### src/rtl/ssram_rr_arbiter_pkg.sv
// Shared types and defaults for the SSRAM round-robin arbiter and its tag FIFO.
package ssram_rr_arbiter_pkg;

  typedef enum logic {
    IDLE  = 1'b0,
    ISSUE = 1'b1
  } arb_state_t;

  localparam int NPORT_DEF = 3;
  localparam int MAXRD_DEF = 8;

  // Index width that stays legal for a single-entry range.
  function automatic int idx_w(input int n);
    return (n > 1) ? $clog2(n) : 1;
  endfunction

endpackage

### src/rtl/ssram_tag_fifo.sv
// In-order FIFO of requester indices for reads awaiting avm_readdatavalid.
module ssram_tag_fifo
  import ssram_rr_arbiter_pkg::*;
#(
  parameter int W     = 2,
  parameter int DEPTH = 8
) (
  input  logic                       clk,
  input  logic                       rst_n,
  input  logic                       push,
  input  logic [W-1:0]               push_data,
  input  logic                       pop,
  output logic [W-1:0]               pop_data,
  output logic [idx_w(DEPTH):0]      count,
  output logic                       empty,
  output logic                       full
);

  localparam int PW = idx_w(DEPTH);
  localparam logic [PW:0] FULL_CNT = (PW + 1)'(DEPTH);

  logic [W-1:0]  mem [DEPTH];
  logic [PW-1:0] wr_ptr;
  logic [PW-1:0] rd_ptr;
  logic [PW:0]   cnt;
  logic          do_push;
  logic          do_pop;

  assign empty    = (cnt == '0);
  assign full     = (cnt == FULL_CNT);
  assign count    = cnt;
  assign pop_data = mem[rd_ptr];
  assign do_push  = push && !full;
  // A pop against an empty FIFO is an error upstream; count must not underflow.
  assign do_pop   = pop && !empty;

  always_ff @(posedge clk or negedge rst_n) begin
    if (!rst_n) begin
      wr_ptr <= '0;
      rd_ptr <= '0;
      cnt    <= '0;
    end else begin
      if (do_push) wr_ptr <= wr_ptr + 1'b1;
      if (do_pop)  rd_ptr <= rd_ptr + 1'b1;
      case ({do_push, do_pop})
        2'b10:   cnt <= cnt + 1'b1;
        2'b01:   cnt <= cnt - 1'b1;
        default: cnt <= cnt;
      endcase
    end
  end

  always_ff @(posedge clk) begin
    if (do_push) mem[wr_ptr] <= push_data;
  end

endmodule

### src/rtl/ssram_rr_arbiter.sv
// Round-robin arbiter of NPORT requesters onto one Avalon-MM master, with
// in-order read-data routing back to the requester that issued each read.
//
// state | meaning
// IDLE  | no command on the bus; pick next eligible port after last_grant
// ISSUE | command presented on avm_*, held until waitrequest drops
module ssram_rr_arbiter
  import ssram_rr_arbiter_pkg::*;
#(
  parameter int NPORT = NPORT_DEF,
  parameter int AW    = 32,
  parameter int DW    = 32,
  parameter int MAXRD = MAXRD_DEF
) (
  input  logic                afi_phy_clk,
  input  logic                afi_phy_rst_n,
  input  logic [NPORT-1:0]    port_req,
  input  logic [NPORT-1:0]    port_we,
  input  logic [NPORT*AW-1:0] port_addr,
  input  logic [NPORT*DW-1:0] port_wdata,
  output logic [NPORT-1:0]    port_ack,
  output logic [DW-1:0]       port_rdata,
  output logic [NPORT-1:0]    port_rvalid,
  output logic [AW-1:0]       avm_address,
  output logic [DW-1:0]       avm_writedata,
  output logic                avm_write,
  output logic                avm_read,
  input  logic                avm_waitrequest,
  input  logic [DW-1:0]       avm_readdata,
  input  logic                avm_readdatavalid,
  output logic                rd_err
);

  localparam int GW = idx_w(NPORT);
  localparam int CW = idx_w(MAXRD) + 1;
  localparam logic [GW-1:0] LAST_PORT = GW'(NPORT - 1);
  localparam logic [CW-1:0] MAXRD_CNT = CW'(MAXRD);

  arb_state_t     state;
  arb_state_t     state_nxt;
  logic [GW-1:0]  last_grant;
  logic [GW-1:0]  sel;
  logic [GW-1:0]  pick;
  logic [GW-1:0]  cand;
  logic           found;
  logic           load;
  logic           accept;
  logic [NPORT-1:0] eligible;
  logic [AW-1:0]  addr_arr  [NPORT];
  logic [DW-1:0]  wdata_arr [NPORT];

  logic           tag_push;
  logic [GW-1:0]  tag_out;
  logic [CW-1:0]  tag_count;
  logic           tag_empty;
  logic           tag_full;

  always_comb begin
    for (int i = 0; i < NPORT; i++) begin
      addr_arr[i]  = port_addr[i*AW +: AW];
      wdata_arr[i] = port_wdata[i*DW +: DW];
    end
  end

  // Writes never consume a tag, so a full tag FIFO only blocks reads.
  assign eligible = port_req & (port_we | {NPORT{tag_count < MAXRD_CNT}});

  always_comb begin
    found = 1'b0;
    pick  = last_grant;
    cand  = '0;
    for (int k = 1; k <= NPORT; k++) begin
      cand = GW'((int'(last_grant) + k) % NPORT);
      if (!found && eligible[cand]) begin
        found = 1'b1;
        pick  = cand;
      end
    end
  end

  always_ff @(posedge afi_phy_clk or negedge afi_phy_rst_n) begin
    if (!afi_phy_rst_n) state <= IDLE;
    else                state <= state_nxt;
  end

  always_comb begin
    state_nxt = state;
    load      = 1'b0;
    accept    = 1'b0;
    case (state)
      IDLE: begin
        if (found) begin
          load      = 1'b1;
          state_nxt = ISSUE;
        end
      end
      ISSUE: begin
        if (!avm_waitrequest) begin
          accept    = 1'b1;
          state_nxt = IDLE;
        end
      end
      default: state_nxt = IDLE;
    endcase
  end

  assign port_ack = accept ? (NPORT'(1) << sel) : '0;

  always_ff @(posedge afi_phy_clk or negedge afi_phy_rst_n) begin
    if (!afi_phy_rst_n) begin
      avm_address   <= '0;
      avm_writedata <= '0;
      avm_write     <= 1'b0;
      avm_read      <= 1'b0;
      sel           <= '0;
      last_grant    <= LAST_PORT;
      rd_err        <= 1'b0;
    end else begin
      if (load) begin
        avm_address   <= addr_arr[pick];
        avm_writedata <= wdata_arr[pick];
        avm_write     <= port_we[pick];
        avm_read      <= ~port_we[pick];
        sel           <= pick;
      end else if (accept) begin
        avm_write  <= 1'b0;
        avm_read   <= 1'b0;
        last_grant <= sel;
      end
      if (avm_readdatavalid && tag_empty) rd_err <= 1'b1;
    end
  end

  assign tag_push = accept && avm_read && !tag_full;

  ssram_tag_fifo #(
    .W     (GW),
    .DEPTH (MAXRD)
  ) u_tag_fifo (
    .clk       (afi_phy_clk),
    .rst_n     (afi_phy_rst_n),
    .push      (tag_push),
    .push_data (sel),
    .pop       (avm_readdatavalid),
    .pop_data  (tag_out),
    .count     (tag_count),
    .empty     (tag_empty),
    .full      (tag_full)
  );

  assign port_rdata  = avm_readdata;
  assign port_rvalid = (avm_readdatavalid && !tag_empty) ? (NPORT'(1) << tag_out) : '0;

endmodule

### config.mk
export PLATFORM = sky130hd
export DESIGN_NAME = ssram_rr_arbiter
export DESIGN_NICKNAME = d
export VERILOG_FILES = /design/src/rtl/ssram_rr_arbiter_pkg.sv /design/src/rtl/ssram_tag_fifo.sv /design/src/rtl/ssram_rr_arbiter.sv
export SDC_FILE = /design/constraint.sdc
export NUM_CORES = 1
export LEC_CHECK = 0
export CAP_MARGIN = 25
export CELL_PAD_IN_SITES_DETAIL_PLACEMENT = 1
export CELL_PAD_IN_SITES_GLOBAL_PLACEMENT = 2
export CORE_UTILIZATION = 19
export DETAILED_ROUTE_END_ITERATION = 12
export PLACE_DENSITY_LB_ADDON = 0.1
export SYNTH_ARGS = -nofsm -noshare
export SYNTH_HDL_FRONTEND = slang
export SYNTH_SLANG_ARGS = --single-unit
### constraint.sdc
create_clock -name afi_phy_clk -period 2.4 [get_ports afi_phy_clk]
set_input_delay 0.36 -clock afi_phy_clk [delete_from_list [all_inputs] [get_ports afi_phy_clk]]
set_output_delay 0.36 -clock afi_phy_clk [all_outputs]
set_load 0.01 [all_outputs]
* Yosys cells after proc, flatten, opt, wreduce, memory -nomap -nowiden
Memories as Yosys holds them, arrays and structs flattened. Index checks and enable logic that the tools add are counted. Widths: inputs -> output; s select.
Operators by class: add/sub/neg operators 7, div/mod/pow operators 3, order comparisons 6, equality and inequality tests 3, shift-type cells 2, multiplexer cells 34, bitwise gates (word level) 6, reductions and logical operators 15
Operators with widths (number):
- $bmux 32 s2 | 2
- $mux 32 | 4
- $mod 32x3->32 const B | 3
- $mux 1 | 17
- $lt 2x3->1 const B | 4
- $bmux 1 s2 | 4
- $pmux 4 s2 | 1
- $logic_and 1x1->1 | 7
- $add 2x2->3 const B | 2
- $add 3x1->3 const B | 2
- $mux 2 | 3
- $mux 3 | 2
- $shl 1x2->3 const A | 2
- $add 4x1->4 const B | 1
- $eq 4x4->1 const B | 1
- $logic_not 1->1 | 4
- $logic_not 4->1 | 1
- $lt 4x4->1 const B | 1
- $reduce_bool 2->1 | 2
- $sub 4x1->4 const B | 1
- $add 2x1->3 const B | 1
- $and 3x3->3 | 1
- $ge 3x3->1 const B | 1
- $not 1->1 | 3
- 6 further kinds | 6
Storage, ports and cells: bits in registers 82, RAM bits 16, input bits 234, output and inout bits 105, word-level logic and storage cells 88, memories kept 1
Memory list:
- u_tag_fifo.mem | words 8, bits a word 2, read ports 1, clocked after memory_dff 0, write ports 1, line ssram_tag_fifo.sv:22 | logic [W-1:0] mem [DEPTH];

* Depth between registers and ports, before layout
depth after elaboration 16, gate-level depth with buffers 12

* Hierarchy
Synthesis repeated with hierarchy kept, for this count alone.
Unflattened totals: cell total of the unflattened synthesis 631, area, all modules 5925.7 µm²
Modules (own cells, without submodules):
- ssram_rr_arbiter | instances 1, cells each 541, area each 4664.5 µm², sequential area each 1803.0 µm²
- ssram_tag_fifo | instances 1, cells each 90, area each 1261.2 µm², sequential area each 730.7 µm²

* Least setup slack after synthesis
OpenSTA, ideal clock, no wires.
kind register to register, start register last_grant[1], end register avm_address[21], setup time 132 ps, data arrival time 2464 ps, data required time 2268 ps, setup slack -196 ps, stages on the path, launching flop included 13, clock period less this slack 2596 ps, cell sequence dfstp_2 > inv_1 > ha_1 > clkbuf_1 > mux2i_1 > a211oi_1 > or3_4 > o31a_1 > nand2_1 > buf_6 > buf_6 > mux2i_1 > o21ai_1
Between the ends: cells in the longest elaborated chain, start to end 15
RTL lines:
- from (decl) | line ssram_rr_arbiter.sv:41 | logic [GW-1:0] last_grant;
- from (signal assigned) | line ssram_rr_arbiter.sv:128 | last_grant <= sel;
- $add 2x1->3 | line ssram_rr_arbiter.sv:73 | cand = GW'((int'(last_grant) + k) % NPORT);
- $mod 32x3->32 | line ssram_rr_arbiter.sv:73
- $bmux 1 s2 | line ssram_rr_arbiter.sv:74 | if (!found && eligible[cand]) begin
- $mux 1 (implied by the code) | line ssram_rr_arbiter.sv:74
- $mux 1 | line ssram_rr_arbiter.sv:74
- $logic_not 1->1 | line ssram_rr_arbiter.sv:74
- $logic_and 1x1->1 | line ssram_rr_arbiter.sv:74
- $mux 1 | line ssram_rr_arbiter.sv:74
- $logic_not 1->1 | line ssram_rr_arbiter.sv:74
- $logic_and 1x1->1 | line ssram_rr_arbiter.sv:74
- $mux 2 | line ssram_rr_arbiter.sv:74
- $not 2->3 (implied by the code) | line ssram_rr_arbiter.sv:120 | avm_address <= addr_arr[pick];
- $bmux 32 s2 | line ssram_rr_arbiter.sv:120
- $mux 32 (implied by the code) (2 in a row) | line ssram_rr_arbiter.sv:120
- to (signal assigned) | line ssram_rr_arbiter.sv:120
- to (decl) | line ssram_rr_arbiter.sv:24 | output logic [AW-1:0] avm_address,
Several ways; a longest one is shown, not always the timed one. The select of a mux whose other input is x is not followed. A chain may end at the register's enable or synchronous reset.

* Worst setup path in the final report
start register last_grant[1], end register avm_address[1]
The elaborated chain is that of the path after synthesis.

==> impl_summary.txt <==
----------------------------------------------------
[Status]
  Result of the run ... complete, but fails checks
  Violated checks ... setup timing

[Clock tree]
  CTS tree ... built
  Clk_lat worst skew ... 0.36 ns
  Clock H-tree levels ... 3
  Sinks on the clock net ... 98
  Clock-pin slew reported for the worst setup and hold paths after clock tree synthesis ... 0.08 ns
  Cts bufs inserted ... 9
  CTS Root Buffer Type ... clkbuf_16
  Clk buf depth ... 2

[Worst setup path]
  Data arrival at the endpoint of the critical path ... 2.85 ns
  Critical Path End Type ... register
  Highest fanout seen on the critical path ... 8
  Critical path class ... register to register
  Data required time of the worst path ... 2.64 ns
  Kind of launch point of the worst setup path ... register

[Logic synthesis]
  Synth top area share ... 0.3726
  Share of async-settable or async-resettable flops after synthesis ... 0.8367
  Most repeated cell in the gate-level netlist after synthesis ... dfrtp_1
  Cell area after synthesis ... 5440 sq um
  Synthesized instance count ... 499
  Post-synthesis cell type count ... 55
  Mean area per synthesized cell ... 10.90 sq um
  Number of synthesized flops with an enable pin ... 16
  Library cell occupying the most area in the post-synthesis netlist ... dfrtp_1
  Flip-flop cell with the highest count after synthesis ... dfrtp_1
  Commonest cells in the synthesized netlist ... 81 x dfrtp_1, 69 x mux2i_1, 43 x o21ai_0
  Sequential fraction of the synthesis area ... 0.4657
  Number of storage elements in the synthesis netlist ... 98
  Synthesized netlist net count ... 741
  Top area cells in the synthesized netlist ... dfrtp_1 37%, mux2i_1 13%, edfxtp_1 8.8%
  Number of warnings reported in the yosys synthesis log ... 0

[Timing]
  Slew at the pin with the worst max-slew slack ... 0.5303 ns
  Final setup slack of the worst path ... -0.2054 ns
  Headroom to the max-slew limit ... 0.6465
  Worst clock skew ... 0.009871 ns
  Setup_tns ... -10.55 ns
  Unrepaired setup endpoints after global routing ... yes
  Crit path time final ... 2.605 ns
  Max-slew violation count ... 0
  Number of hold-slack violations in the final timing report ... 0
  Setup violators final ... 67
  Final cycle utilization of the critical path ... 1.086
  Max Clk Rate ... 383.8 MHz

[Route]
  Via-to-Cell Ratio ... 4.505
  First-pass iteration count of the detailed router ... 4
  WL/cell ... 20.79 um
  Vias post-DR ... 5379
  Post-route antenna net violation count ... 0
  Drt total wl ... 24820 um
  Count of routing violations after the opening detailed-route iteration ... 113
  Residual DRC count ... 0

[Global route]
  GRT Total Usage ... 0.1684
  Number of antenna violations at the first check in global routing ... 0
  GR Overflow Total ... 0
  Pin count of the biggest net entering global routing ... 49
  Global-route wire length before repair ... 36340 um
  Vias in the first global route ... 6043

[Place]
  DP Cell Count ... 1145
  Post-detail-place hpwl ... 17940 um
  Area after DPL ... 8920 sq um
  Count of input and output buffers ... 274
  Gpl congestion ... 0.7576

[Floorplanning]
  Count of standard-cell rows ... 61
  Height of the die ... 171.2 um
  Die W ... 171.2 um
  Initial core utilization ... 0.1942
  Placeable core region ... 28010 sq um
  Number of ports placed on the die boundary ... 339
  Area enclosed by the die boundary ... 29310 sq um

[Layout]
  Signed area change from the synthesized netlist to the final layout ... 88.80%
  # nets final ... 1053
  Count of non-filler cells in the finished layout ... 1194
  Flip-flop and latch area ... 2536 sq um
  Total inserted antenna cells ... 0
  Number of fill cells in the layout ... 3022
  Fraction of final layout cells with drive strength greater than 1 ... 0.2365
  Area of combinational cells with multiple inputs ... 2935 sq um
  Post-route standard cell area excluding fillers ... 10270 sq um

[Power and ir drop]
  Worst-case vdd ir drop ... 693.5 uV
  Power density of the placed cells ... 1615 nW/um^2
  Cell leakage power ... 4.021 nW
  Total power draw ... 0.01659 W

[Worst hold path]
  Type of the worst min-delay path ... register to register

[Run]
  Number of maximum-capacitance violations ... 0

----------------------------------------------------
-- state kept, by name, summed over array words and instances, names as in the netlist --
| name | cells |
|---|---|
| avm_read | 1 |
| u_tag_fifo.wr_ptr | 3 |
| avm_address | 32 |
| avm_write | 1 |
| avm_writedata | 32 |
| last_grant | 2 |
| u_tag_fifo.mem | 16 |
| u_tag_fifo.count | 4 |
| u_tag_fifo.rd_ptr | 3 |
| state | 1 |
| rd_err | 1 |
| sel | 2 |
-- stage by stage --
step                setup WS, ns    util  hold WS, ns
detailed placement       -0.4510  0.3184       0.3698
global route             -0.3091  0.3667       0.5067
global placement         -0.4287  0.3184       0.3743
CTS                      -0.2348  0.3530       0.4701
floorplan                -0.1061       -      0.06441
finish                   -0.2054  0.3667       0.4616
-- per-layer routing --
layer,track usage,wire [um],vias up,share of wire
li1,-,-,2483,-
met1,0.1838,9430,2684,0.38
met2,0.3038,13100,174,0.53
met3,0.05890,1820,38,0.073
met4,0.05163,471,0,0.019
met5,0,0,-,0
-- layout by cell type, fill, tap and decap left out, drive strengths merged, types with 4 or more instances in the layout --
| cell type | Yosys | layout |
|---|---|---|
| clkdlybuf4s50 | 0 | 270 |
| buf | 51 | 90 |
| dfrtp | 81 | 81 |
| o21ai | 72 | 72 |
| mux2i | 69 | 69 |
| a32oi | 34 | 34 |
| a22oi | 30 | 30 |
| nand2 | 22 | 22 |
| edfxtp | 16 | 16 |
| clkbuf | 16 | 16 |
| nor2 | 10 | 10 |
| inv | 8 | 10 |
| ha | 8 | 8 |
| nand2b | 7 | 7 |
| nor3b | 6 | 6 |
| nor3 | 6 | 6 |
| xor2 | 5 | 5 |
| a21oi | 5 | 5 |
| mux4 | 4 | 4 |
| xnor2 | 4 | 4 |
| and2 | 4 | 4 |
| mux2 | 4 | 4 |
| a211oi | 4 | 4 |
| nand3 | 4 | 4 |
-- timing repair --
| item | CTS | global route |
|---|---|---|
| hold endpoints to repair | 13 | 0 |
| hold buffers | 1 | 0 |
| endpoints found under the setup margin | 72 | 69 |
| resized for setup | 111 | 54 |
| cloned | 7 | 5 |
| pin swaps | 13 | 24 |
| setup buffers | 13 | 7 |
-- worst paths after layout --
| path | startpoint | to | slack (ns) | depth (start not counted) |
|---|---|---|---|---|
| worst max-delay path | last_grant[1]$_DFFE_PN1P_ | avm_address[1]$_DFFE_PN0P_ | -0.21 | 10 |
| worst min-delay path | rd_err$_DFFE_PN0P_ | rd_err$_DFFE_PN0P_ | 0.46 | 1 |
| worst max register to register | last_grant[1]$_DFFE_PN1P_ | avm_address[1]$_DFFE_PN0P_ | -0.21 | 10 |
| worst min register to register | rd_err$_DFFE_PN0P_ | rd_err$_DFFE_PN0P_ | 0.46 | 1 |
| max in group asynchronous | afi_phy_rst_n | avm_writedata[29]$_DFFE_PN0P_ | 1.20 | 3 |
| min in group asynchronous | afi_phy_rst_n | u_tag_fifo.count[0]$_DFFE_PN0P_ | 0.51 | 2 |
-- critical path: stages, from the launching register on --
cell	delay [ns]
dfstp_2	0.57
inv_2	0.06
ha_4	0.20
mux2i_1	0.19
a211oi_2	0.10
or3_4	0.37
o31a_1	0.30
nand2_4	0.13
bufbuf_16	0.28
mux2i_2	0.21
o21ai_0	0.09
-- cell families after synthesis --
family | after synthesis | share of synthesized area
fa+ha+maj | 8 | 0.01840
buf+inv | 75 | 0.08256
xor+xnor | 9 | 0.01449
simple gates | 75 | 0.07360
mux | 77 | 0.1518
compound gates | 157 | 0.1934
flops | 98 | 0.4657
-- cell type report --
type | count | area share
repair buffers | 368 | 0.3851
multi-input cells | 326 | 0.2858
flip-flops and latches | 98 | 0.2469
well taps | 378 | 0.04605
clock buffers | 10 | 0.02229
clock inverters | 6 | 0.01096
inverters | 8 | 0.002924
-- power breakdown --
| part | internal, W | leakage (nW) | switching (W) |
|---|---|---|---|
| combinational | 0.00650 | 2.70 | 0.00533 |
| sequential | 0.00247 | 1.16 | 0.000560 |
| clock | 0.00103 | 0.167 | 0.000696 |
Note: power is estimated with default switching activity, not from simulation.
